## config.mk

```make
export PLATFORM = sky130hd
export DESIGN_NAME = mem_port_arbiter
export DESIGN_NICKNAME = d
export VERILOG_FILES = /design/src/rtl/mem_port_arbiter.sv
export SDC_FILE = /design/constraint.sdc
export NUM_CORES = 1
export LEC_CHECK = 0
export CAP_MARGIN = 20
export CORE_MARGIN = 1
export CORE_UTILIZATION = 54
export DETAILED_ROUTE_END_ITERATION = 7
export DONT_BUFFER_PORTS = 1
export GPL_TIMING_DRIVEN = 0
export PLACE_DENSITY_LB_ADDON = 0.05
export RECOVER_POWER = 25
export SYNTH_ARGS = -nofsm -noshare
export SYNTH_HDL_FRONTEND = slang
export SYNTH_SLANG_ARGS = --single-unit
```

## constraint.sdc

```tcl
create_clock -name rclk -period 4.3 [get_ports rclk]
set_clock_uncertainty 0.15 [all_clocks]
set_input_delay 0.645 -clock rclk [delete_from_list [all_inputs] [get_ports rclk]]
set_output_delay 0.645 -clock rclk [all_outputs]
set_load 0.01 [all_outputs]
```

## src/rtl/mem_port_arbiter.sv

```systemverilog
// mem_port_arbiter: shares one single-ported instruction/data memory between
// the fetch path and the load/store path. Only one access is outstanding at a
// time. Each access runs a request/acknowledge handshake with the memory, and a
// timeout aborts an access that the memory never acknowledges.
// Optional feature: define ARB_ROUND_ROBIN_EN to alternate the grant between the
// two sides when both request together. If it is undefined, data always has
// priority over fetch.
module mem_port_arbiter #(
    parameter int ADDR_W  = 32,
    parameter int DATA_W  = 32,
    parameter int TIMEOUT = 255
) (
    input  logic                  rclk,
    input  logic                  rst,
    input  logic                  if_req,
    input  logic [ADDR_W-1:0]     if_addr,
    output logic [DATA_W-1:0]     if_rdata,
    output logic                  if_ack,
    input  logic                  d_req,
    input  logic                  d_we,
    input  logic [DATA_W/8-1:0]   d_be,
    input  logic [ADDR_W-1:0]     d_addr,
    input  logic [DATA_W-1:0]     d_wdata,
    output logic [DATA_W-1:0]     d_rdata,
    output logic                  d_ack,
    output logic                  m_req,
    output logic                  m_we,
    output logic [DATA_W/8-1:0]   m_be,
    output logic [ADDR_W-1:0]     m_addr,
    output logic [DATA_W-1:0]     m_wdata,
    input  logic [DATA_W-1:0]     m_rdata,
    input  logic                  m_ack,
    output logic                  err,
    output logic                  stall
);

    localparam int         BE_W     = DATA_W / 8;
    // The last busy cycle that may still complete. A later cycle aborts the access.
    localparam logic [7:0] CNT_LAST = 8'(TIMEOUT - 1);

    typedef enum logic [1:0] {
        IDLE    = 2'd0,
        IF_BUSY = 2'd1,
        D_BUSY  = 2'd2,
        RESP    = 2'd3
    } state_t;

    state_t              state_q,    state_d;
    logic [7:0]          cnt_q,      cnt_d;
    logic [ADDR_W-1:0]   addr_q,     addr_d;
    logic [DATA_W-1:0]   wdata_q,    wdata_d;
    logic                we_q,       we_d;
    logic [BE_W-1:0]     be_q,       be_d;
    logic                m_req_q,    m_req_d;
    logic                if_ack_q,   if_ack_d;
    logic                d_ack_q,    d_ack_d;
    logic                err_q,      err_d;
    logic [DATA_W-1:0]   if_rdata_q, if_rdata_d;
    logic [DATA_W-1:0]   d_rdata_q,  d_rdata_d;
    logic                grant_data_s;
`ifdef ARB_ROUND_ROBIN_EN
    logic                last_data_q, last_data_d;   // 1 = data served last, 0 = fetch
`endif

    // Grant selection: decide whether the data side wins the next IDLE grant.
    always_comb begin
        grant_data_s = 1'b0;
`ifdef ARB_ROUND_ROBIN_EN
        if (d_req && (!if_req || !last_data_q)) begin
            grant_data_s = 1'b1;
        end else begin
            grant_data_s = 1'b0;
        end
`else
        if (d_req) begin
            grant_data_s = 1'b1;
        end else begin
            grant_data_s = 1'b0;
        end
`endif
    end

    // Next-state logic: sequence grant, memory handshake or timeout, and response.
    always_comb begin
        state_d    = state_q;
        cnt_d      = cnt_q;
        addr_d     = addr_q;
        wdata_d    = wdata_q;
        we_d       = we_q;
        be_d       = be_q;
        m_req_d    = 1'b0;
        if_ack_d   = 1'b0;
        d_ack_d    = 1'b0;
        err_d      = 1'b0;
        if_rdata_d = if_rdata_q;
        d_rdata_d  = d_rdata_q;
`ifdef ARB_ROUND_ROBIN_EN
        last_data_d = last_data_q;
`endif
        case (state_q)
            IDLE: begin
                if (grant_data_s) begin
                    state_d = D_BUSY;
                    m_req_d = 1'b1;
                    addr_d  = d_addr;
                    wdata_d = d_wdata;
                    we_d    = d_we;
                    be_d    = d_be;
`ifdef ARB_ROUND_ROBIN_EN
                    last_data_d = 1'b1;
`endif
                end else if (if_req) begin
                    state_d = IF_BUSY;
                    m_req_d = 1'b1;
                    addr_d  = if_addr;
                    wdata_d = '0;
                    we_d    = 1'b0;
                    be_d    = '0;
`ifdef ARB_ROUND_ROBIN_EN
                    last_data_d = 1'b0;
`endif
                end else begin
                    state_d = IDLE;
                end
            end
            IF_BUSY, D_BUSY: begin
                cnt_d = cnt_q + 8'd1;
                if (m_ack) begin
                    // The memory answered, so capture the word for the side that owns the access.
                    state_d = RESP;
                    if (state_q == D_BUSY) begin
                        d_ack_d   = 1'b1;
                        d_rdata_d = m_rdata;
                    end else begin
                        if_ack_d   = 1'b1;
                        if_rdata_d = m_rdata;
                    end
                end else if (cnt_q == CNT_LAST) begin
                    // The access timed out. Complete it with an error and zero data.
                    state_d = RESP;
                    err_d   = 1'b1;
                    if (state_q == D_BUSY) begin
                        d_ack_d   = 1'b1;
                        d_rdata_d = '0;
                    end else begin
                        if_ack_d   = 1'b1;
                        if_rdata_d = '0;
                    end
                end else begin
                    m_req_d = 1'b1;
                end
            end
            RESP: begin
                state_d = IDLE;
                cnt_d   = 8'd0;
            end
            default: begin
                state_d = IDLE;
                cnt_d   = 8'd0;
            end
        endcase
    end

    // State and output registers, cleared asynchronously on reset.
    always_ff @(posedge rclk or negedge rst) begin
        if (!rst) begin
            state_q    <= IDLE;
            cnt_q      <= 8'd0;
            addr_q     <= '0;
            wdata_q    <= '0;
            we_q       <= 1'b0;
            be_q       <= '0;
            m_req_q    <= 1'b0;
            if_ack_q   <= 1'b0;
            d_ack_q    <= 1'b0;
            err_q      <= 1'b0;
            if_rdata_q <= '0;
            d_rdata_q  <= '0;
`ifdef ARB_ROUND_ROBIN_EN
            last_data_q <= 1'b0;
`endif
        end else begin
            state_q    <= state_d;
            cnt_q      <= cnt_d;
            addr_q     <= addr_d;
            wdata_q    <= wdata_d;
            we_q       <= we_d;
            be_q       <= be_d;
            m_req_q    <= m_req_d;
            if_ack_q   <= if_ack_d;
            d_ack_q    <= d_ack_d;
            err_q      <= err_d;
            if_rdata_q <= if_rdata_d;
            d_rdata_q  <= d_rdata_d;
`ifdef ARB_ROUND_ROBIN_EN
            last_data_q <= last_data_d;
`endif
        end
    end

    assign m_req    = m_req_q;
    assign m_addr   = addr_q;
    assign m_wdata  = wdata_q;
    assign m_we     = we_q;
    assign m_be     = be_q;
    assign if_ack   = if_ack_q;
    assign d_ack    = d_ack_q;
    assign err      = err_q;
    assign if_rdata = if_rdata_q;
    assign d_rdata  = d_rdata_q;
    // Stall falls in the ack cycle itself because the ack masks the held request.
    assign stall    = (if_req & ~if_ack_q) | (d_req & ~d_ack_q);

endmodule

```

==> results of run 1 <==
-- cells in the mapped netlist, types with 2 or more instances --
cell       instances
clkbuf_1          14
mux2_2             2
nor2b_1            4
ha_1               6
mux2i_1           34
nand2_1           43
clkbuf_2           2
and2_1             2
a22oi_1           32
nand2b_1           2
a2bb2oi_1         32
inv_1             72
dfrtp_1          147
a22o_1            37
o21ai_1            5
a21oi_1            2
o21ai_0          100
or4_1              2
nand3_1            6
and3_1             3
buf_2             28
nor2_1             2
-- kinds of logic after synthesis --
group           synth area share
compound gates            0.2228
fa+ha+maj                0.01183
buf+inv                  0.07571
flops                     0.5797
mux                      0.05718
simple gates             0.05284
-- per-stage QoR --
step | area, um2 | hold slack (ns) | instances | worst slack (ns)
finish | 7202 | 0.06036 | 765 | 1.924
global route | 7202 | 0.1273 | 765 | 1.875
CTS | 7202 | 0.1057 | 765 | 1.896
detailed placement | 6525 | 0.2014 | 732 | 1.900
global placement | 6525 | 0.2019 | 732 | 1.912
floorplan | 6346 | 0.1994 | 589 | 2.161
-- cell usage in the layout, fill, tap and decap left out, drive strengths merged, types with 2 or more instances in the layout --
cell type / synthesis / final
clkbuf: 16 / 35
nor2: 2 / 2
nor2b: 4 / 4
clkinv: 0 / 5
and2: 2 / 2
mux2: 2 / 2
bufinv: 0 / 5
a22o: 37 / 37
nand2: 43 / 43
a21oi: 2 / 2
o21ai: 105 / 105
a2bb2oi: 32 / 32
inv: 72 / 73
dfrtp: 147 / 147
clkinvlp: 0 / 2
or4: 2 / 2
nand3: 6 / 6
buf: 29 / 30
nand4: 2 / 2
and3: 3 / 3
nand2b: 2 / 2
ha: 6 / 6
mux2i: 34 / 34
a22oi: 32 / 32
-- layout make-up --
cell class	count	area (um2)
Multi-Input combinational cell	325	2187
Fill cell	923	4217
Clock inverter	13	206.4
Sequential cell	147	3679
Clock buffer	19	442.9
Timing Repair Buffer	1	27.53
Buffer	45	210.2
Tap cell	143	178.9
Inverter	72	270.3
-- registers in the layout, indices dropped and copies added (netlist names) --
signal    cells
m_req         1
if_ack        1
state_q       2
m_addr       32
err           1
m_wdata      32
if_rdata     32
d_ack         1
d_rdata      32
cnt_q         8
m_be          4
m_we          1
-- power by group through the flow --
| stage | Combinational, W | Sequential (W) | Clock [W] |
|---|---|---|---|
| after floorplan | 0.00150 | 0.00268 | 0 |
| after global placement | 0.00177 | 0.00285 | 0 |
| after detailed placement | 0.00188 | 0.00286 | 0 |
| after CTS | 0.00191 | 0.00286 | 0.00163 |
| after global routing | 0.00217 | 0.00293 | 0.00169 |
| final | 0.00189 | 0.00285 | 0.00161 |
-- routing by layer --
metal	vias up	wire [um]	track usage
li1	2093	-	-
met1	2267	5800	0.3131
met2	214	7582	0.4141
met3	28	1357	0.1065
met4	0	390	0.1182
met5	-	0	0
-- repair_timing --
action / in CTS / in global routing
endpoints found under the hold margin: 147 / 0
hold buffers: 1 / 0
buffers inserted: 0 / 0
-- worst max path at each step --
| stage | startpoint | endpoint | slack [ns] |
|---|---|---|---|
| after global placement | d_req | stall | 1.91 |
| after global routing | d_req | stall | 1.88 |
| final | d_req | stall | 1.92 |
| after floorplan | d_req | stall | 2.16 |
| after CTS | d_req | stall | 1.90 |
| after detailed placement | d_req | stall | 1.90 |
-- worst max-delay path, stage by stage --
cell and delay, ns:
buf_2 0.20, buf_2 0.35, inv_1 0.07, o22ai_1 0.31
==> impl_metrics.json, run 1 <==
{
  "cp-start-kind": "input pin",
  "worstHoldPathType": "input pin to async pin",
  "finalWirelength_mm": 15.13,
  "clock_sinks": 147,
  "intPower_w": 0.003936,
  "rsz0062_at_grt": "no",
  "max_freq_mhz": 420.9,
  "dp_hpwl_mm": 10.72,
  "pin_count": 276,
  "yosys_warnings": 0,
  "synth_nets": 733,
  "tightest_slew_ns": 0.7030,
  "path_max_fanout": 10,
  "avgRoutedWirePerCell_um": 19.78,
  "io_buffers": 0,
  "root_buffer": "clkbuf_16",
  "p_leak_nw": 3.561,
  "dr.pass1.iters": 7,
  "pwr-share-clk": 0.253,
  "syn_inst": 589,
  "ys_async_sr_fraction": 1.000,
  "worstSetupEndpointType": "output port",
  "die_h_um": 110.4,
  "area_growth_pct": 13.49,
  "fp.dieW_um": 110.4,
  "pwr-share-seq": 0.449,
  "grt_pass1_vias": 4702,
  "clockBufferDepth": 2,
  "gr-usage-all-layers": 0.2615,
  "pwr-share-comb": 0.298,
  "reg2reg_slack_ns": 2.22,
  "cts.clk_slew.worst_paths_ns": 0.06,
  "vias": 4602,
  "syn_area_per_cell_um2": 10.77,
  "timing.rr.end": "if_rdata[24]$_DFFE_PN0P_",
  "synthFlopType": "dfrtp_1",
  "clock_latency_ns": 0.41,
  "gr-total-overflow": 0,
  "drc": 0,
  "fin_util": 0.6307,
  "numCtsBuffers": 17,
  "p_switching_w": 0.002417,
  "drt_iter0_markers": 328,
  "maxCapViolations": 0,
  "routed_via_density": 6.016,
  "htree_levels": 4,
  "nNetsFinal": 753,
  "diodes": 0,
  "synth_top_area_frac": 0.5797,
  "worst_ir_drop_vdd_uv": 441.3,
  "yosysSeqAreaShare": 0.5797,
  "gp_congestion": 0.8164,
  "core_mm2": 0.01142,
  "setup-tns-final_ns": 0,
  "ys_types": 34,
  "status": "finished, final reports clean",
  "yosysTopAreaCell": "dfrtp_1",
  "post-route-min-period_ns": 2.376,
  "antenna_left": 0,
  "synth-seq-cells": 147,
  "grt_pass1_wl_mm": 24.85,
  "grt_max_degree": 148,
  "antenna_found_initial": 0,
  "cp.required_ns": 3.50,
  "drive_gt1_frac": 0.1077,
  "synth_area_mm2": 0.006346,
  "synth-edff-count": 0,
  "sw_frac_of_total": 0.3805,
  "cts.repair.resized": 0,
  "rows": 39,
  "dieArea_mm2": 0.01219,
  "p_per_area_mw_per_mm2": 882.1,
  "slew-limit-headroom": 0.5314,
  "cts_tree": "done",
  "hold_viol_final": 0,
  "arrival_ns": 1.58,
  "slew_viol_final": 0,
  "fin_crit_sh": 0.5525,
  "r2r_start": "state_q[0]$_DFFE_PN0P_",
  "setup_viol": 0,
  "path_class": "input pin to output port",
  "initial_core_util": 0.5558,
  "p_total_w": 0.006353,
  "synthTopCellsByArea": "dfrtp_1 58%, o21ai_0 7.9%, mux2i_1 5.4%",
  "worstRegToRegCells": 8
}
No activity file was read; power rests on OpenSTA's default activity.
==> inputs of run 2 (changes only) <==
--- a/config.mk
+++ b/config.mk
@@ -5,6 +5,7 @@
 export SDC_FILE = /design/constraint.sdc
 export NUM_CORES = 1
 export LEC_CHECK = 0
+export ABC_AREA = 1
 export CAP_MARGIN = 20
 export CORE_MARGIN = 1
 export CORE_UTILIZATION = 54
==> constraint.sdc (replaced) <==
create_clock -name rclk -period 2.47 [get_ports rclk]
set_clock_uncertainty 0.15 [all_clocks]
set_input_delay 0.3705 -clock rclk [delete_from_list [all_inputs] [get_ports rclk]]
set_output_delay 0.3705 -clock rclk [all_outputs]
set_load 0.01 [all_outputs]
==> impl_metrics.json, run 2 <==
{
  "status": "finished, violations left",
  "violations": "design-rule violations, negative hold slack",
  "post_cts_buffers": 0,
  "worstHoldPathType": "input pin to async pin",
  "path_class": "input pin to output port",
  "slowest_stage": "o22ai_1",
  "regArea_mm2": 0.003679,
  "slew_viol_final": 0,
  "fillCellCount": 949,
  "crit_top_cell": "buf_2",
  "cp-start-kind": "input pin",
  "cp_cell_sequence": "buf_2 > clkinv_1 > buf_2 > o22ai_1",
  "gr-usage-all-layers": 0.2872,
  "dp_hpwl_mm": 11.95,
  "maxCapViolations": 0,
  "layout_common_cells": "240 x nand2_1, 147 x dfrtp_1, 88 x inv_1, 76 x nor2_1, 65 x o21ai_0",
  "final_cell_area_mm2": 0.007667,
  "yosysMostFrequentCell": "nand2_1",
  "pwr-share-comb": 0.259,
  "numCtsBuffers": 17,
  "die_h_um": 111.6,
  "synth_nets": 917,
  "cts.clk_slew.worst_paths_ns": 0.06,
  "p_switching_w": 0.004070,
  "htree_levels": 4,
  "cts_hold_buf": 37,
  "drive_gt1_frac": 0.06888,
  "dieArea_mm2": 0.01245,
  "fin_hold_ws_ns": -0.5027,
  "cts.repair.resized": 0,
  "finalWirelength_mm": 17.24,
  "pwr-share-clk": 0.266,
  "cts_tree": "done",
  "max_stage_delay_ns": 0.34,
  "setup-tns-final_ns": 0,
  "pin_count": 276,
  "setup_viol": 0,
  "yosysTopAreaCell": "dfrtp_1",
  "initial_core_util": 0.5606,
  "antenna_found_initial": 0,
  "slew-limit-headroom": 0.6849,
  "path_max_fanout": 10,
  "clock_sinks": 147,
  "cp.required_ns": 1.95,
  "ys_types": 25,
  "drc": 20,
  "gr-total-overflow": 0,
  "avgRoutedWirePerCell_um": 17.50,
  "sw_frac_of_total": 0.3947,
  "hold_viol_final": 147,
  "yosysSeqAreaShare": 0.5673,
  "max_freq_mhz": 487.8,
  "post-route-min-period_ns": 2.050,
  "fp.dieW_um": 111.6,
  "clock_latency_ns": 0.41,
  "core_mm2": 0.01156,
  "rows": 39,
  "synth_area_mm2": 0.006484,
  "arrival_ns": 1.53,
  "synth-edff-count": 0,
  "intPower_w": 0.006241,
  "routed_via_density": 5.436,
  "placed_cell_area_mm2": 0.006663,
  "vias": 5354,
  "p_leak_nw": 3.940,
  "drt_iter0_markers": 441,
  "syn_inst": 773,
  "root_buffer": "clkbuf_16",
  "yosys_warnings": 0,
  "clockBufferDepth": 2,
  "synthFlopType": "dfrtp_1",
  "ys_top_cells_by_count": "240 x nand2_1, 147 x dfrtp_1, 88 x inv_1",
  "grt_pass1_vias": 5333,
  "fin_util": 0.6630,
  "worst_ir_drop_vdd_uv": 689.6,
  "p_per_area_mw_per_mm2": 1345,
  "final_common_cell": "nand2_1",
  "multiInputGateArea_mm2": 0.002247,
  "syn_area_per_cell_um2": 8.388,
  "dr.pass1.iters": 7,
  "synth_top_area_frac": 0.5673,
  "grt_pass1_wl_mm": 27.44,
  "tightest_slew_ns": 0.4726,
  "ys_async_sr_fraction": 1.000,
  "diodes": 0,
  "nNetsFinal": 973,
  "synthTopCellsByArea": "dfrtp_1 57%, nand2_1 14%, inv_1 5.1%",
  "synth-seq-cells": 147,
  "grt_max_degree": 148,
  "io_buffers": 0,
  "antenna_left": 0,
  "area_growth_pct": 18.26,
  "rsz0062_at_grt": "no",
  "fin_crit_sh": 0.8300,
  "pwr-share-seq": 0.475,
  "worstSetupEndpointType": "output port",
  "gp_congestion": 0.8305
}
## run 2: cell types whose count changed in the layout (fill, tap and decap cells not counted), sizes merged, moves of 7 or more
| cell | delta |
|---|---|
| nand2 | +202 |
| nor2 | +77 |
| nand3 | +40 |
| a22o | -37 |
| dlygate4sd3 | +37 |
| mux2i | -34 |
| o21a | +33 |
| a22oi | -32 |
| a2bb2oi | -32 |
| o21ai | -31 |
| inv | +18 |
| buf | -7 |
## run 2: worst max-delay path, delay by kind of cell
| family | cells | cell delay [ns] |
|---|---|---|
| buffers and inverters | 3 | 0.81 |
| AO/OA/AOI/OAI | 1 | 0.34 |
## run 2: routing by layer
metal | part of all wire | vias up | wire length [um] | global-route usage
met5 | 0 | - | 0 | 0
met4 | 0.050 | 0 | 869 | 0.1793
met3 | 0.093 | 64 | 1601 | 0.1083
met2 | 0.48 | 250 | 8261 | 0.4683
met1 | 0.38 | 2537 | 6505 | 0.3192
li1 | - | 2503 | - | -
## run 2: metrics by stage
step	std cells	power [W]	worst slack, ns
after CTS	985	0.01034	0.4366
after global placement	916	0.007392	0.4542
after global routing	985	0.01097	0.3646
after floorplan	773	0.006599	0.8758
after detailed placement	916	0.007520	0.4365
final	985	0.01031	0.4198
## run 2: worst paths after layout
| check | from | endpoint | slack (ns) | cells after the start |
|---|---|---|---|---|
| max | d_req | stall | 0.42 | 4 |
| min | rst | d_rdata[26]$_DFFE_PN0P_ | -0.50 | 0 |
| max reg2reg | state_q[0]$_DFFE_PN0P_ | m_be[0]$_DFFE_PN0P_ | 0.53 | 6 |
| min reg2reg | d_rdata[26]$_DFFE_PN0P_ | d_rdata[26]$_DFFE_PN0P_ | 0.39 | 2 |
| max in group asynchronous | rst | m_wdata[3]$_DFFE_PN0P_ | 2.49 | 0 |
| min in group rclk | m_rdata[1] | d_rdata[1]$_DFFE_PN0P_ | 0.02 | 4 |
## run 2: layout make-up
| type | instances | share of cell area |
|---|---|---|
| clock buffers | 21 | 0.06005 |
| repair buffers | 37 | 0.04830 |
| multi-input cells | 494 | 0.2931 |
| well taps | 143 | 0.02334 |
| plain buffers | 43 | 0.02921 |
| clock inverters | 11 | 0.02268 |
| inverters | 89 | 0.04357 |
| flip-flops and latches | 147 | 0.4798 |
## run 2: logic make-up after synthesis
kind of cell,synth area share
compound gates,0.09977
fa+ha+maj,0.01158
buf+inv,0.08607
flops,0.5673
simple gates,0.2352
## run 2: power groups by stage
stage	clock [W]	sequential [W]	combinational, W
6_report	0.00274	0.00489	0.00267
5_1_grt	0.00289	0.00500	0.00308
4_1_cts	0.00278	0.00489	0.00268
3_5_place_dp	0	0.00491	0.00261
3_3_place_gp	0	0.00490	0.00249
2_1_floorplan	0	0.00456	0.00204
==> inputs of run 3 (changes only) <==
==> constraint.sdc (replaced) <==
create_clock -name rclk -period 1.9 [get_ports rclk]
set_clock_uncertainty 0.15 [all_clocks]
set_input_delay 0.285 -clock rclk [delete_from_list [all_inputs] [get_ports rclk]]
set_output_delay 0.285 -clock rclk [all_outputs]
set_load 0.01 [all_outputs]
==> impl_metrics.json, run 3 (same netlist as run 2, synthesis figures left out) <==
{
  "status": "finished, violations left",
  "violations": "design-rule violations, negative hold slack",
  "worst_ir_drop_vdd_uv": 820.2,
  "grt_pass1_vias": 5650,
  "path_class": "input pin to output port",
  "worstHoldPathType": "input pin to async pin",
  "clock_latency_ns": 0.42,
  "fp.dieW_um": 111.6,
  "drive_gt1_frac": 0.07727,
  "maxCapViolations": 0,
  "post-route-min-period_ns": 1.798,
  "pwr-share-seq": 0.468,
  "avgRoutedWirePerCell_um": 17.67,
  "pin_count": 276,
  "path_max_fanout": 10,
  "tightest_slew_ns": 0.4857,
  "slowest_stage": "clkinv_1",
  "htree_levels": 4,
  "routed_via_density": 5.446,
  "p_per_area_mw_per_mm2": 1661,
  "crit_top_cell": "buf_2",
  "cp_cell_sequence": "buf_2 > clkinv_1 > buf_2 > o22ai_2",
  "fin_crit_sh": 0.9461,
  "dp_hpwl_mm": 11.95,
  "worst-path-buf-inv": 3,
  "vias": 5642,
  "gr-usage-all-layers": 0.3030,
  "arrival_ns": 1.36,
  "cp_top_family": "buffers and inverters",
  "reg2reg_slack_ns": 0.13,
  "slew_viol_final": 0,
  "initial_core_util": 0.5606,
  "die_h_um": 111.6,
  "slew-limit-headroom": 0.6762,
  "sw_frac_of_total": 0.3954,
  "area_growth_pct": 26.63,
  "antenna_found_initial": 0,
  "fin_hold_ws_ns": -0.5906,
  "grt_max_degree": 148,
  "p_switching_w": 0.005392,
  "intPower_w": 0.008246,
  "pwr-share-clk": 0.261,
  "nNetsFinal": 1024,
  "clock_sinks": 147,
  "io_buffers": 0,
  "cts_tree": "done",
  "cp-start-kind": "input pin",
  "drt_iter0_markers": 472,
  "worstSetupEndpointType": "output port",
  "gp_congestion": 0.8305,
  "numCtsBuffers": 17,
  "p_total_w": 0.01364,
  "finalWirelength_mm": 18.31,
  "post_cts_buffers": 0,
  "max_stage_delay_ns": 0.31,
  "layout_common_cells": "240 x nand2_1, 147 x dfrtp_1, 88 x inv_1, 88 x dlygate4sd3_1, 76 x nor2_1",
  "dr.pass1.iters": 7,
  "p_leak_nw": 4.190,
  "rows": 39,
  "hold_viol_final": 147,
  "clockBufferDepth": 2,
  "cts.clk_slew.worst_paths_ns": 0.06,
  "pwr-share-comb": 0.270,
  "dp.cells": 916,
  "root_buffer": "clkbuf_16",
  "grt_pass1_wl_mm": 29.06,
  "final_common_cell": "nand2_1",
  "pre_cts_ws_ns": 0.02488,
  "setup_viol": 0,
  "dieArea_mm2": 0.01245,
  "max_freq_mhz": 556.3,
  "gr-total-overflow": 0,
  "fillCellCount": 862,
  "antenna_left": 0,
  "fin_ws_ns": 0.1023,
  "cp.required_ns": 1.46,
  "drc": 20,
  "cts_hold_buf": 88,
  "core_mm2": 0.01156,
  "stdcell_count": 1036,
  "diodes": 0
}
run 3: cell types whose count changed in the layout (fill, tap and decap cells not counted):
cell,change
dlygate4sd3_1,+51
buf_1,-2
clkbuf_2,+10
o22ai_2,+1
buf_6,+1
clkbuf_4,+3
buf_2,-4
o22ai_1,-1
clkbuf_1,-8
run 3: area by class of cell:
type                            instances  area [um2]  area share
Inverter                               89       334.1     0.04069
Tap cell                              143       178.9     0.02179
Timing Repair Buffer                   88       880.8      0.1073
Clock buffer                           21       460.4     0.05608
Multi-Input combinational cell        494        2253      0.2745
Buffer                                 43       250.2     0.03048
Clock inverter                         11       173.9     0.02118
Sequential cell                       147        3679      0.4480
run 3: final timing paths:
| path | startpoint | end | depth (start not counted) |
|---|---|---|---|
| max in group asynchronous | rst | d_rdata[11]$_DFFE_PN0P_ | 0 |
| min in group rclk | d_addr[8] | m_addr[8]$_DFFE_PN0P_ | 3 |
| setup reg to reg | state_q[0]$_DFFE_PN0P_ | m_addr[18]$_DFFE_PN0P_ | 7 |
| setup / recovery | d_req | stall | 4 |
| hold / removal | rst | d_rdata[26]$_DFFE_PN0P_ | 0 |
| hold reg to reg | d_rdata[29]$_DFFE_PN0P_ | d_rdata[29]$_DFFE_PN0P_ | 2 |
run 3: power groups by stage:
stage	clock [W]	combinational [W]	sequential, W
detailed placement	0	0.00340	0.00638
global route	0.00376	0.00419	0.00651
floorplan	0	0.00265	0.00592
finish	0.00357	0.00368	0.00639
CTS	0.00361	0.00357	0.00635
global placement	0	0.00324	0.00637
run 3: through the flow:
step	setup TNS [ns]	utilization	area (um2)
global route	-0.01944	0.7099	8210
CTS	0	0.7071	8178
finish	0	0.7099	8210
detailed placement	0	0.5761	6663
floorplan	0	-	6484
global placement	0	0.5761	6663
run 3: metal layers:
layer	wire length, um	share of wire	GRT usage	vias up
li1	-	-	-	2611
met1	6963	0.38	0.3308	2662
met2	8768	0.48	0.5042	304
met3	1761	0.096	0.1176	65
met4	813	0.044	0.1766	0
met5	0	0	0	-
run 3: timing repair:
action                     4_1_cts  5_1_grt
gates resized for setup          0       25
hold endpoints to repair       261      147
setup endpoints to repair        0       94
